==> src/rtl/opc5ls_bus_pkg.sv <==
// Shared types and bus widths for the OPC5LS CPU-to-SRAM bridge.
package opc5ls_bus_pkg;

    localparam int CPU_AW = 16;
    localparam int CPU_DW = 16;
    localparam int RAM_AW = 17;
    localparam int RAM_DW = 8;

    typedef enum logic [1:0] {
        ST_IDLE = 2'd0,
        ST_LO   = 2'd1,
        ST_HI   = 2'd2,
        ST_DONE = 2'd3
    } bridge_state_e;

endpackage

==> src/rtl/opc5ls_sram_phase.sv <==
// Byte-phase sequencer: times one N-cycle SRAM byte access and drives its strobes.
// start is held high for the whole phase; back-to-back phases just keep it high.
module opc5ls_sram_phase #(
    parameter int WAIT_CYCLES = 1
) (
    input  logic clk,
    input  logic reset_b,
    input  logic start,
    input  logic rnw,
    output logic ce_b,
    output logic oe_b,
    output logic we_b,
    output logic sample,
    output logic done
);

    localparam int CW = 4;

    logic [CW-1:0] cnt;
    logic          last;

    assign last = (cnt == CW'(WAIT_CYCLES));

    // Wrapping at the last cycle lets the next phase start at 0 without a gap.
    always_ff @(posedge clk or negedge reset_b) begin
        if (!reset_b)
            cnt <= '0;
        else if (!start || last)
            cnt <= '0;
        else
            cnt <= cnt + CW'(1);
    end

    assign ce_b   = !start;
    assign oe_b   = !(start && rnw);
    // The final cycle of a write phase holds data with WE released.
    assign we_b   = !(start && !rnw && !last);
    assign sample = start && rnw && last;
    assign done   = start && last;

endmodule

==> src/rtl/opc5ls_sram_bridge.sv <==
// OPC5LS bus responder: splits each 16-bit CPU access into two 8-bit SRAM accesses.
// Optional write protection above PROT_BASE is enabled by OPC5LS_BRIDGE_WPROT_EN.
module opc5ls_sram_bridge
    import opc5ls_bus_pkg::*;
#(
    parameter int                WAIT_CYCLES = 1,
    parameter logic [CPU_AW-1:0] PROT_BASE   = 16'hF000
) (
    input  logic              clk,
    input  logic              reset_b,
    input  logic              cpu_vpa,
    input  logic              cpu_vda,
    input  logic              cpu_rnw,
    input  logic [CPU_AW-1:0] cpu_address,
    input  logic [CPU_DW-1:0] cpu_dout,
    output logic [CPU_DW-1:0] cpu_din,
    output logic              cpu_clken,
    output logic [RAM_AW-1:0] ram_addr,
    output logic [RAM_DW-1:0] ram_dq_out,
    input  logic [RAM_DW-1:0] ram_dq_in,
    output logic              ram_dq_oe,
    output logic              ram_ce_b,
    output logic              ram_oe_b,
    output logic              ram_we_b
);

`ifdef OPC5LS_BRIDGE_WPROT_EN
    localparam bit WPROT = 1'b1;
`else
    localparam bit WPROT = 1'b0;
`endif

    bridge_state_e     state;
    logic [CPU_AW-1:0] addr_q;
    logic [CPU_DW-1:0] dout_q;
    logic              rnw_q;
    logic [RAM_DW-1:0] lo_q;

    logic req, drop, take, in_phase, byte_sel;
    logic ph_sample, ph_done;

    assign req      = cpu_vpa || cpu_vda;
    assign drop     = WPROT && !cpu_rnw && (cpu_address >= PROT_BASE);
    assign take     = (state == ST_IDLE) && req && !drop;
    assign in_phase = (state == ST_LO) || (state == ST_HI);
    assign byte_sel = (state == ST_HI);

    opc5ls_sram_phase #(
        .WAIT_CYCLES(WAIT_CYCLES)
    ) u_phase (
        .clk    (clk),
        .reset_b(reset_b),
        .start  (in_phase),
        .rnw    (rnw_q),
        .ce_b   (ram_ce_b),
        .oe_b   (ram_oe_b),
        .we_b   (ram_we_b),
        .sample (ph_sample),
        .done   (ph_done)
    );

    always_ff @(posedge clk or negedge reset_b) begin
        if (!reset_b) begin
            state   <= ST_IDLE;
            addr_q  <= '0;
            dout_q  <= '0;
            rnw_q   <= 1'b1;
            lo_q    <= '0;
            cpu_din <= '0;
        end else begin
            unique case (state)
                ST_IDLE: if (take) begin
                    addr_q <= cpu_address;
                    dout_q <= cpu_dout;
                    rnw_q  <= cpu_rnw;
                    state  <= ST_LO;
                end
                ST_LO: begin
                    if (ph_sample) lo_q <= ram_dq_in;
                    if (ph_done)   state <= ST_HI;
                end
                ST_HI: begin
                    if (ph_sample) cpu_din <= {ram_dq_in, lo_q};
                    if (ph_done)   state <= ST_DONE;
                end
                ST_DONE: state <= ST_IDLE;
                default: state <= ST_IDLE;
            endcase
        end
    end

    // Only IDLE looks at the live request; vpa/vda come from CPU registers, so no loop.
    assign cpu_clken  = !reset_b || (state == ST_DONE) || ((state == ST_IDLE) && !take);
    assign ram_addr   = {addr_q, byte_sel};
    assign ram_dq_oe  = in_phase && !rnw_q;
    assign ram_dq_out = byte_sel ? dout_q[15:8] : dout_q[7:0];

endmodule

==> config.mk <==
export PLATFORM = sky130hd
export DESIGN_NAME = opc5ls_sram_bridge
export DESIGN_NICKNAME = d
export VERILOG_FILES = /design/src/rtl/opc5ls_bus_pkg.sv /design/src/rtl/opc5ls_sram_phase.sv /design/src/rtl/opc5ls_sram_bridge.sv
export SDC_FILE = /design/constraint.sdc
export NUM_CORES = 1
export LEC_CHECK = 0
export BUFFER_PORTS_ARGS = -buffer_cell sky130_fd_sc_hd__buf_2
export CORE_UTILIZATION = 30
export CTS_BUF_LIST = sky130_fd_sc_hd__clkbuf_8
export DETAILED_ROUTE_END_ITERATION = 10
export PLACE_DENSITY = 0.51
export SLEW_MARGIN = 20
export SYNTH_ARGS = -nofsm -noshare
export SYNTH_HDL_FRONTEND = slang
export SYNTH_SLANG_ARGS = --single-unit
==> constraint.sdc <==
create_clock -name clk -period 2.6 [get_ports clk]
set_clock_uncertainty 0.2 [all_clocks]
set_input_delay 0.78 -clock clk [delete_from_list [all_inputs] [get_ports clk]]
set_output_delay 0.78 -clock clk [all_outputs]
set_load 0.01 [all_outputs]
---- Word-level counts from Yosys, hierarchy flattened ----
Index checks and enable logic that the tools add are counted.
Widths: inputs -> output; s select.
word-level totals
  register bits after elaboration ......... 63
  bits of input ports ..................... 45
  output and inout bits ................... 46
  word-level logic and storage cells ...... 45
cells by class
  $add $sub $neg .......................... 1
  equal/unequal tests ..................... 7
  multiplexer cells ....................... 6
  reductions and logical operators ........ 24
operators with widths
  kind                 number
  $mux 8               1
  $pmux 2 s4           1
  $logic_and 1x1->1    7
  $logic_not 1->1      7
  $mux 2               3
  $reduce_and 2->1     3
  $logic_or 1x1->1     5
  $add 4x1->4 const B  1
  $eq 2x2->1 const B   2
  $eq 4x1->1 const B   1
  $mux 4               1
  $ne 2x2->1 const B   2
  $reduce_and 3->1     1
  $eq 2x1->1 const B   1
  $logic_not 2->1      1
  $ne 2x1->1 const B   1

---- Logic depth before layout (Yosys ltp) ----
Gate-level depths: netlist of the first run.
  depth in word-level cells ............... 5
  depth in mapped cells ................... 7

---- Cells and area by module ----
Synthesis of the first run repeated with hierarchy kept, for this count alone.
unflattened totals
  cell total of the unflattened synthesis .. 172
  area total of the unflattened synthesis .. 2,613.8 um2
by module, submodules not included
  module              instances  cells an instance  area each (um2)  sequential area each (um2)
  opc5ls_sram_bridge  1          148                2,388.5          1,477.7
  opc5ls_sram_phase   1          24                 225.2            100.1

---- Least setup slack after synthesis of the first run ----
OpenSTA, ideal clock, no wires.
  kind .................................... input -> output
  from .................................... input cpu_vda
  to ...................................... output cpu_clken
  data arrival time ....................... 1.374 ns
  required time ........................... 1.620 ns
  setup slack ............................. 0.246 ns
  stages .................................. 2
  path buffers ............................ 0
  cells stage by stage .................... or3b_2 nand3b_1
on the way
  word-level cells in the longest chain between the ends .. 5
RTL lines
  item               RTL line                  source
  start, declared    opc5ls_sram_bridge.sv:12  input logic cpu_vda,
  $logic_or 1x1->1   opc5ls_sram_bridge.sv:42  assign req = cpu_vpa || cpu_vda;
  $logic_and 1x1->1  opc5ls_sram_bridge.sv:44  assign take = (state == ST_IDLE) && req && !drop;
  $logic_not 1->1    opc5ls_sram_bridge.sv:93  assign cpu_clken = !reset_b || (state == ST_DONE) || ((state == ST_IDLE) && !take);
  $logic_and 1x1->1  opc5ls_sram_bridge.sv:93
  $logic_or 1x1->1   opc5ls_sram_bridge.sv:93
  end, declared      opc5ls_sram_bridge.sv:17  output logic cpu_clken,
No other way between the ends.

---- Worst setup path in the final report of the first run ----
  from .................................... register state[0]
  to ...................................... output cpu_clken
on the way
  word-level cells in the longest chain between the ends .. 5
  elaborated cells between the ends (all ways) .. 7
  those cells by class .................... eq/ne: 1; reduce/logical: 6
RTL lines
  item                    RTL line                                            source
  start, declared         opc5ls_sram_bridge.sv:33                            bridge_state_e state;
  start signal, assigned  opc5ls_sram_bridge.sv:64                            state <= ST_IDLE;
  start signal, assigned  opc5ls_sram_bridge.sv:76                            state <= ST_LO;
  start signal, assigned  opc5ls_sram_bridge.sv:80                            if (ph_done) state <= ST_HI;
  $logic_not 2->1         opc5ls_sram_bridge.sv:44, opc5ls_sram_bridge.sv:93
  $logic_and 1x1->1       opc5ls_sram_bridge.sv:44
  $logic_not 1->1         opc5ls_sram_bridge.sv:93
  $logic_and 1x1->1       opc5ls_sram_bridge.sv:93
  $logic_or 1x1->1 *      opc5ls_sram_bridge.sv:93
Mark *: on every way between the ends. The rest lies on a longest branch, timed or not.

==> results of run 1 <==
==> cell usage in the layout (no fill, tap or decap), drive strengths merged <==
master and n:
a2bb2oi 1, and4 2, and4bb 1, buf 101, clkbuf 10, clkinv 3
clkinvlp 2, dfrtp 62, dfstp 1, ha 6, inv 5, mux2 65
mux2i 1, nand2 1, nand2b 1, nand3 1, nand3b 1, nor2 7
nor3b 1, o21ai 2, or2 1, or3 1, or3b 1, xnor2 1
xor2 1
==> sequential cells by signal, summed over array words and instances, names as in the netlist <==
register and flops:
rnw_q 1, u_phase.cnt 4, state 2, lo_q 8, addr_q 16, cpu_din 16
dout_q 16
==> timing repair <==
| item | in CTS | in global routing |
|---|---|---|
| setup buffers | 3 | 0 |
| pin swaps | 1 | 3 |
| resized for setup | 6 | 3 |
| endpoints found under the setup margin | 12 | 4 |
==> final cells by class <==
type,count,area [um2],area share
clock inverter,6,37.5,0.0107
multi-input combinational,95,1050,0.301
inverter,4,15.0,0.00429
clock buffer,10,138,0.0394
timing repair buffer,101,546,0.156
sequential,63,1580,0.451
tap,105,131,0.0376
==> through the flow <==
| stage | cells | worst slack (ps) |
|---|---|---|
| 6_report | 384 | 46.8 |
| 5_1_grt | 384 | -39.7 |
| 3_5_place_dp | 365 | -1.48 |
| 4_1_cts | 384 | 11.5 |
| 2_1_floorplan | 170 | 246 |
| 3_3_place_gp | 365 | -8.62 |
==> logic make-up after synthesis <==
kind of cell	count (synthesis)	share of synthesized area
AO/OA/AOI/OAI	3	0.00705
XOR/XNOR	2	0.00659
adder cells (fa/ha/maj)	6	0.0282
buffers and inverters	12	0.0296
flip-flops	63	0.593
multiplexers	66	0.293
AND/OR/NAND/NOR	18	0.0423
==> worst min-delay path by stage <==
stage / startpoint / end / slack, ps
floorplan: u_phase.cnt[0] / u_phase.cnt[0] / 260
global placement: lo_q[7] / cpu_din[7] / 280
detailed placement: dout_q[8] / dout_q[8] / 290
CTS: u_phase.cnt[0] / u_phase.cnt[0] / 300
global route: dout_q[0] / dout_q[0] / 310
finish: lo_q[4] / cpu_din[4] / 300
==> power groups by stage <==
stage	logic [W]	registers, W	clock network (W)
global route	0.00216	0.00176	0.000831
global placement	0.00184	0.00170	0
CTS	0.00196	0.00169	0.000791
finish	0.00195	0.00169	0.000748
floorplan	0.00109	0.00178	0
detailed placement	0.00185	0.00171	0
==> synth_stat cells, drive strengths merged <==
| master | n | area share |
|---|---|---|
| mux2i | 1 | 0.0038 |
| o21ai | 2 | 0.0038 |
| or3 | 1 | 0.0024 |
| nand2 | 1 | 0.0014 |
| nor2 | 7 | 0.0099 |
| nor3b | 1 | 0.0047 |
| or2 | 1 | 0.0024 |
| nand2b | 1 | 0.0024 |
| mux2 | 65 | 0.29 |
| dfrtp | 62 | 0.58 |
| a2bb2oi | 1 | 0.0033 |
| dfstp | 1 | 0.0099 |
| and4 | 2 | 0.0066 |
| xnor2 | 1 | 0.0033 |
| and4bb | 1 | 0.0047 |
| or3b | 1 | 0.0033 |
| xor2 | 1 | 0.0033 |
| nand3 | 1 | 0.0019 |
| inv | 4 | 0.0056 |
| buf | 8 | 0.024 |
| ha | 6 | 0.028 |
| nand3b | 1 | 0.0028 |
==> metal layers <==
layer / vias to the layer above / wire (um)
met5: - / 0
met4: 0 / 56
met3: 8 / 416
met2: 67 / 2390
met1: 843 / 2440
li1: 804 / -
==> critical path, cell delays in order, from the launching register on <==
cell,delay [ps]
dfrtp_1,390
inv_2,110
ha_4,150
or3b_4,380
nand3b_1,90
buf_2,130
==> impl.org, run 1 <==
** Pwr
- Power spread over the standard cell area amounts to 1260 mW/mm2.
- Of the total power, the share spent switching nets is 0.333.
- VDD sags by at most 0.604 mV.
- Logic gate share of total power :: 0.445
- For this design the total switching power over the nets is 0.00146 W.
- The completed layout was analyzed and its total power is 0.00439 W.
- Internal power :: 0.00293 W
- The share of total power dissipated in sequential elements is 0.385.
- For this design the static power due to leakage is 1.73 nW.
- The share of total power dissipated in the clock network is 0.170.

** GRT
- Grt ovf :: 0
- The first global-routing pass estimated 8.43 mm of wire.
- The global routing stage identified its most utilized layer as met2.
- For met2 alone, demand over resource in global routing was 0.194.
- For met3 alone, demand over resource in global routing was 0.0592.
- The number of antenna violations at the first check in global routing came to 0.
- The via count of the first global-routing pass was 1761.
- Met1 layer usage reported by global route :: 0.152
- In the global route stage, overall resource usage came out at 0.123.
- Pin count of the biggest net entering global routing :: 64

** CTS
- Cts hold-fix bufs :: 0
- TritonCTS built the clock tree.
- Num CTS Buffers :: 9
- The root buffer cell chosen for the clock tree is clkbuf_8.
- The H-tree generated during clock tree synthesis spans 3 levels.
- Clock-pin transition on the worst setup and hold timing paths :: 70 ps
- Worst-skew pair later-pin latency :: 330 ps
- Number of clock sinks :: 63
- Largest buffer count on any clock path :: 2

** Logic synthesis
- The cell count after synthesis came out at 170.
- For this run, the number of Yosys warnings is 0.
- In this run the mean area of a mapped cell was 15.6 um2.
- After synthesis the cells add up to 0.00266 mm2.
- The number of nets handed over by synthesis was 221.
- Synthesis instantiated 27 different standard cells from the library.
- Synthesis inferred 63 register bits.
- Sequential share of the synthesized area :: 0.593

** Setup path
- Required time of the critical path :: 1620 ps
- STA puts the critical path data arrival time at 1570 ps.
- Worst reg-to-reg path cell count :: 5
- Crit path kind :: reg -> out
- The worst setup path is captured at a primary output.
- First element of the critical path :: state[0]
- The worst register-to-register path ends at lo_q[7].
- Flop-to-flop setup slack :: 580 ps
- In this run the critical register-to-register path is launched from u_phase.cnt[1].
- Startpoint type of the worst setup path :: flop
- Along the worst path, the maximum fanout reaches 3.
- Critical path capture point :: cpu_clken

** Routing
- Detail-routed net length per standard cell :: 13.8 um
- The final route contains 1722 vias.
- Once detail routing completed, the nets flagged for antenna violations numbered 0.
- The detailed router finished its first iteration with 23 violations.
- Pre-antenna DRT Iters :: 4
- For this block, the routed nets add up to 5.31 mm of wire.
- DR vias/cell :: 4.48
- After detailed routing, the number of remaining DRC violations is 0.

** Placed design
- Final RePlAce weighted congestion :: 0.691
- Half-perimeter wire length after placement :: 3.67 mm
- Total cell area at the placement stage :: 0.00326 mm2
- Port buffering added 90 buffers.

** Hold path
- Counting instances, the worst hold path has a depth of 1.
- The min-delay analysis places its worst path in the category reg -> reg.

** Finish
- In the final layout, the share of cells above drive strength 1 is 0.688.
- Summing all non-filler instances in the final layout gives an area of 0.00350 mm2.
- Antenna diode count :: 0
- For this run, the share of the core covered by cells in the final layout is 0.417.
- Relative area change from synthesis to final layout :: 31.5%
- After filler insertion, the fill cell instance count of the layout stands at 821.
- At the end of the flow, the number of nets in the layout was 325.

** STA
- Worst hold slack across all endpoints :: 297 ps
- Sum of negative setup slack :: 0 ps
- At the pin with the least slew margin, the transition time is 791 ps.
- Slew Limit Headroom :: 0.473
- Number of endpoints failing setup at the final stage :: 0
- Final critical path time including I/O delays and setup :: 2550 ps
- Maximum achievable frequency :: 392 MHz
- Setup repair after global routing could not meet its margin everywhere.
- The number of hold-slack violations in the final timing report is 0.
- The total count of max-transition violations in the final report was 0.
- Period utilisation layout :: 0.982

** Floorplan
- Pin placement for this block handled 91 I/O pins.
- Die Outline Area :: 0.00925 mm2
- In this run the horizontal extent of the chip is 96.2 um.
- Std-Cell Rows :: 33
- Core footprint :: 0.00838 mm2
- From bottom edge to top edge, the die measures 96.2 um.
- Initial core utilization :: 0.317

** Run status
- Status :: complete, no violations

** Job
- The tool flagged a number of max-cap violations equal to 0.
(Power assumes the default switching activity.)
==> inputs of run 2 (changes only) <==
ABC_AREA = 1   (was unset)
CTS_BUF_LIST = sky130_fd_sc_hd__clkbuf_16   (was sky130_fd_sc_hd__clkbuf_8)
==> run 2 against run 1 <==
  * Non-clock buffer count shrank 6
  * Routed wire length grew 11%
  * First-iteration DRC count rose by 110%
  * Combinational power shrank 13%
  * Power grew 3.1%
  * Critical endpoint is now ram_we_b
  * Synthesized cell count increased by 85%
  * Highest routed layer unchanged
  * Area after synthesis is 1.6% higher
  * Count of clock-buffer cells in the layout is 1 lower
  * Sequential share of layout area fell by 0.81 points
  * Clock power grew 51%
  * Fmax rose by 0.87%
  * Register-to-register slack improved by 60 ps
==> impl.org, run 2 <==
** Run status
- The run finished with clean final reports.

** STA
- Measured against its own limit, the worst slew margin works out to 0.457.
- Final-report hold violation count :: 0
- Of the available clock period, the critical path in the final layout requires 0.974.
- The total count of max-transition violations in the final report was 0.
- At the pin with the least slew margin, the transition time is 814 ps.
- Maximum achievable frequency :: 395 MHz
- After layout, the minimum clock period comes to 2530 ps.
- Number of endpoints failing setup at the final stage :: 0
- Sum of negative setup slack :: 0 ps
- On the final layout, the worst hold slack is 269 ps.

** Floorplan
- Chip Height :: 96.9 um
- The floorplan has 34 rows.
- Total I/O pin count :: 91
- The floorplan step defined a core boundary enclosing 0.00872 mm2.
- Die Outline Area :: 0.00940 mm2
- The floorplan step set the die width to 96.9 um.
- For this configuration, the core starts out at a cell density of 0.310.

** Setup path
- Delay of the slowest cell on the worst path :: 400 ps
- Worst Path Max Fanout :: 5
- First element of the critical path :: state[1]
- CP Data Arrival Time :: 1550 ps
- By instance count, the cell type seen most on the critical path is inv_1.
- Counting buffers and inverters, the worst setup path is 6 cells deep.
- The critical path in this run is classified as reg -> out.
- Walking the worst path, the cells encountered are inv_1 -> ha_2 -> inv_1 -> nor2_1 -> nand2_1 -> buf_2.
- Critical path capture point :: ram_we_b
- Cell with the largest stage delay on the worst path :: ha_2
- Required time of the critical path :: 1620 ps
- The worst setup path is captured at a primary output.
- Destination of the worst register-to-register timing path :: cpu_din[3]
- Counting cells, the worst reg-to-reg path comes to 6.
- Launch instance of the worst register-to-register path :: state[1]
- The worst setup path is launched from a flop.
- Number of buffers and inverters on the critical path :: 3
- Flop-to-flop setup slack :: 640 ps
- The cell family contributing the most delay on the critical path is adder cells.

** GRT
- For this run, the total global-route usage over all layers was measured as 0.133.
- Grt ovf :: 0
- Pin count of the biggest net entering global routing :: 64
- Via count of the first global-routing pass :: 2122
- Number of antenna violations at the first check in global routing :: 0
- The first global-routing pass estimated 9.96 mm of wire.

** CTS
- Root Driver :: clkbuf_16
- CTS tree :: done
- Worst-skew pair later-pin latency :: 320 ps
- TritonCTS created 9 clock buffers.
- Number of clock sinks :: 63
- The number of hold buffers added after CTS was 0.
- Clock-pin transition on the worst setup and hold timing paths :: 50 ps
- The H-tree was split into 3 levels.
- No sink is reached through more buffers than the 2 on the longest clock path.

** Routing
- The pre-antenna-repair detailed-routing pass consisted of 4 iterations.
- Initial DRC Count :: 48
- Post-detailed-route count of antenna-violating nets :: 0
- Overall routed net length :: 5.88 mm
- DR vias/cell :: 4.25
- After detailed routing, the number of remaining DRC violations is 0.
- For this block, the via count after detailed routing is 2221.
- After detailed routing, the average wire length per cell comes to 11.3 um.

** Logic synthesis
- Number of warnings reported in the yosys synthesis log :: 0
- In this run the cell area of the synthesized design comes to 0.00270 mm2.
- Number of storage elements in the synthesis netlist :: 63
- Counting flops with an async set or reset pin after synthesis yields a share of 1.00.
- In this run the mean area of a mapped cell was 8.58 um2.
- Cell taking the most area after synthesis :: dfrtp_1
- Counting distinct cell types in the post-synthesis netlist gives 23.
- Sequential share of the synthesized area :: 0.584
- Counting every instance in the synthesized netlist gives 315.
- The share of synthesized area in the top cell type comes to 0.574.
- Dominant synthesized flop cell :: dfrtp_1
- In the post-synthesis netlist, the biggest area contributors are dfrtp_1 57%, nand2_1 19%, o21ai_0 6.1%.
- Most instantiated cells after synthesis :: 139 x nand2_1, 62 x dfrtp_1, 40 x inv_1
- Counting every net in the synthesized netlist gives 366.
- Leading cell type by number of instances after synthesis :: nand2_1
- In this run, synthesis inferred 0 flip-flops with an integrated enable.

** Placed design
- The wire-length estimate of the detail-placed layout is 4.02 mm.
- At the end of routability-driven placement, the weighted congestion stood at 0.707.
- Count of placed standard cells including taps :: 506
- Port Buffers :: 90
- Total cell area at the placement stage :: 0.00327 mm2

** Finish
- Combined flip-flop and latch cell area :: 0.00158 mm2
- Area taken by multi-input logic gates :: 926 um2
- Number of standard cells in the final layout excluding fillers :: 523
- Total number of nets in the final design :: 461
- Most frequent cells in the layout :: 139 x nand2_1, 90 x buf_2, 62 x dfrtp_1, 41 x inv_1, 33 x o21ai_0
- The library cell used most frequently in the layout, excluding fill and tap cells, is nand2_1.
- Fill cells in the final layout number 917.
- In the final layout, the share of cells above drive strength 1 is 0.284.
- Relative area change from synthesis to final layout :: 31.7%
- Summing all non-filler instances in the final layout gives an area of 0.00356 mm2.
- Antenna diode count :: 0
- Regs by FF count :: addr_q x16, cpu_din x16, dout_q x16

** Hold path
- Min-Delay Path Class :: reg -> reg

** Pwr
- Across the VDD grid, the largest voltage drop is 0.706 mV.
- Power spread over the standard cell area amounts to 1270 mW/mm2.
- Leakage Power :: 2.04 nW

** Job
- Number of maximum-capacitance violations :: 0
-- run 2: cell types whose count changed after synthesis, moves of 2 or more --
cell	previous run	this run
nand2_1	1	139
mux2_2	55	0
inv_1	4	40
o21ai_0	1	33
mux2_4	10	0
nand3_1	1	5
clkbuf_1	0	3
and4_1	2	0
nor3_4	0	2
-- run 2: layout make-up --
class / instances / area share
flip-flops and latches: 63 / 0.443
repair buffers: 95 / 0.137
clock buffers: 9 / 0.0632
well taps: 108 / 0.0379
multi-input cells: 200 / 0.260
clock inverters: 7 / 0.0155
inverters: 41 / 0.0432
-- run 2: what timing repair did --
| action | 4_1_cts | 5_1_grt |
|---|---|---|
| hold endpoints to repair | 0 | 0 |
| pin swaps | 0 | 0 |
| resized for setup | 1 | 0 |
| setup buffers | 0 | 1 |
| endpoints found under the setup margin | 1 | 6 |
-- run 2: worst min-delay path by stage --
stage                        from         end  slack, ps  cells past startpoint
final                     lo_q[0]  cpu_din[0]        270                      2
after floorplan           lo_q[0]  cpu_din[0]        240                      2
after global routing      lo_q[0]     lo_q[0]        290                      2
after detailed placement  lo_q[0]  cpu_din[0]        250                      2
after global placement    lo_q[7]  cpu_din[7]        250                      2
after CTS                 lo_q[0]  cpu_din[0]        270                      2
-- run 2: cells by family after synthesis --
kind of cell,count (synthesis),share of synthesized area
compound gates,34,0.0629
xor+xnor,2,0.00648
fa+ha+maj,6,0.0278
buf+inv,52,0.0791
flops,63,0.584
simple gates,158,0.240
-- run 2: stage by stage --
stage | setup WS, ps | power [W] | utilization
detailed placement | 235 | 0.00342 | 0.375
global placement | 225 | 0.00338 | 0.375
floorplan | 371 | 0.00276 | -
CTS | 34.2 | 0.00459 | 0.407
finish | 68.8 | 0.00452 | 0.408
global route | -1.98 | 0.00489 | 0.408
-- run 2: power by group --
group / internal, W / switching [W]
Sequential: 0.00145 / 0.000245
Combinational: 0.000678 / 0.00102
Clock: 0.000724 / 0.000409
Total: 0.00285 / 0.00167
-- run 2: worst reg2reg max path, delay by kind of cell (launching register included) --
kind | cells | cell delay [ps]
simple gates | 4 | 840
flops | 1 | 380
fa+ha+maj | 1 | 400
buf+inv | 1 | 80
-- run 2: layer usage --
layer	vias to the layer above	wire (um)	part of all wire	track usage
met5	-	0	0	0
met4	0	110	0.019	0.0654
met3	11	368	0.063	0.0448
met2	67	2500	0.42	0.193
met1	1007	2910	0.49	0.176
li1	1136	-	-	-
==> inputs of run 3 (changes only) <==
CORE_ASPECT_RATIO = 0.7   (was unset)
==> run 3 against run 2 <==
  * Fmax up 0.53%
  * Sequential power hardly changed
  * Worst hold slack lost 4.3 ps
  * Cell count up 2.1%
  * Setup slack better by 13 ps
  * Largest power group unchanged
==> impl.org, run 3 (synthesized netlist as in run 2, its figures left out) <==
** Placed design
- Port Buffers :: 90
- In this run the cell area measured after placement is 0.00329 mm2.
- The congestion estimate from routability-driven global placement came to 0.772.
- The HPWL after detailed placement is 4.08 mm.

** CTS
- CTS tree :: done
- Clock-pin transition on the worst setup and hold timing paths :: 60 ps
- Largest buffer count on any clock path :: 2
- The clock net in this run drives a total of 63 sinks.
- Root Driver :: clkbuf_16
- H-tree depth :: 3
- The clock reaches the later pin of the worst-skew pair after 320 ps.
- Num CTS Buffers :: 9

** Floorplan
- The floorplan step defined a core boundary enclosing 0.00858 mm2.
- Chip Height :: 81.4 um
- Total I/O pin count :: 91
- The floorplan has 28 rows.
- Die Outline Area :: 0.00940 mm2
- From left edge to right edge, the die measures 115 um.
- Initial core utilization :: 0.315

** GRT
- In the global route stage, met2 resource usage came out at 0.213.
- Met1 layer usage reported by global route :: 0.183
- Pin count of the biggest net entering global routing :: 67
- In this run the most used layer during global routing was met2.
- GR Util All Layers :: 0.142
- The first global-routing pass estimated 9.99 mm of wire.
- Global Route met3 Usage :: 0.0531
- Grt ovf :: 0
- The via count of the first global-routing pass is 2062.
- The number of antenna violations at the first check in global routing came to 0.

** Routing
- DRC viols :: 0
- In this run the remaining antenna-violating nets after routing total 0.
- The routed layout has 2189 vias.
- After the first detailed-routing iteration, the DRC count stood at 53.
- Pre-antenna DRT Iters :: 4
- Overall routed net length :: 6.06 mm
- Detail-routed net length per standard cell :: 11.3 um
- DR vias/cell :: 4.10

** Finish
- Final standard cell area without fillers :: 0.00362 mm2
- 0 antenna diodes ended up in the layout.
- Most frequent cells in the layout :: 139 x nand2_1, 90 x buf_2, 62 x dfrtp_1, 40 x inv_1, 33 x o21ai_0
- Total number of nets in the final design :: 460
- Most common library cell in the layout ignoring fill and taps :: nand2_1
- Counting the fill cells in the layout gives 903.
- Relative area change from synthesis to final layout :: 33.8%
- In the final layout, the registers with the most flip-flops are addr_q x16, cpu_din x16, dout_q x16.
- Layout cells sized above 1 :: 0.292

** Setup path
- Worst Path Max Fanout :: 5
- Data on the critical path is required at its endpoint by 1620 ps.
- Startpoint type of the worst setup path :: flop
- The critical path in this run is classified as reg -> out.
- CP Data Arrival Time :: 1540 ps
- Sort of element at the end of the critical path :: primary output

** Run status
- The run finished with clean final reports.

** STA
- Final critical path time including I/O delays and setup :: 2520 ps
- Headroom to the max-slew limit came out at 0.468.
- Period utilisation layout :: 0.968
- For the final routed database, the setup TNS stands at 0 ps.
- Final-report hold violation count :: 0
- Worst Max-Slew Pin Slew :: 798 ps
- Hold timing on the final database bottoms out at a slack of 264 ps.
- The total count of max-transition violations in the final report was 0.
- Maximum achievable frequency :: 397 MHz
- Setup violations remaining at the end of the flow were counted as 0.
- Setup repair after global routing left no endpoint under its margin.

** Hold path
- In this run the worst hold path is classified as reg -> reg.

** Pwr
- Total power of the final layout :: 0.00465 W
- In this run the power density over the cells is 1290 mW/mm2.
- The worst-case IR drop observed on VDD is 0.360 mV.
- Leakage Power :: 2.04 nW

** Job
- Across the run, the number of max-cap violations was 0.
run 3: through the flow:
step | worst slack [ps] | utilization | instances
finish | 82.1 | 0.421 | 534
global route | 4.61 | 0.421 | 534
detailed placement | 277 | 0.383 | 517
global placement | 291 | 0.383 | 517
floorplan | 371 | - | 315
CTS | 63.3 | 0.420 | 533
run 3: routing by layer:
layer	vias up	part of all wire	wire, um
met5	-	0	0
met3	8	0.053	322
met2	51	0.43	2610
met4	0	0.015	91
li1	1140	-	-
met1	990	0.50	3030
run 3: final timing paths:
| kind | start | endpoint | slack [ps] | cells after the start |
|---|---|---|---|---|
| worst max-delay path | state[0] | ram_we_b | 80 | 6 |
| worst min-delay path | lo_q[3] | cpu_din[3] | 260 | 2 |
| worst max register to register | state[0] | cpu_din[15] | 660 | 6 |
| worst min register to register | lo_q[3] | cpu_din[3] | 260 | 2 |
| max in group asynchronous | reset_b | u_phase.cnt[2] | 1220 | 2 |
| min in group asynchronous | reset_b | cpu_din[4] | 450 | 2 |
run 3: layout make-up:
cell class / instances / area, um2 / share of cell area
Multi-Input combinational cell: 200 / 938 / 0.259
Inverter: 41 / 156 / 0.0432
Clock inverter: 7 / 72.6 / 0.0201
Timing Repair Buffer: 94 / 497 / 0.137
Sequential cell: 63 / 1580 / 0.436
Tap cell: 120 / 150 / 0.0415
Clock buffer: 9 / 225 / 0.0623
run 3: report_power, final:
| part | total [W] | internal (W) | switching (W) |
|---|---|---|---|
| sequential | 0.00169 | 0.00145 | 0.000245 |
| clock | 0.00118 | 0.000742 | 0.000435 |
| combinational | 0.00178 | 0.000719 | 0.00106 |
run 3: critical path, cell delays in order (launching register included):
cell	delay, ps
dfrtp_1	390
inv_1	110
ha_4	310
inv_1	60
nor2_1	130
nand2_1	80
buf_2	150
run 3: repair_timing:
| item | CTS | global route |
|---|---|---|
| buffers inserted | 0 | 1 |
| setup endpoints to repair | 1 | 9 |
| resized for setup | 2 | 3 |
| hold buffers | 0 | 0 |
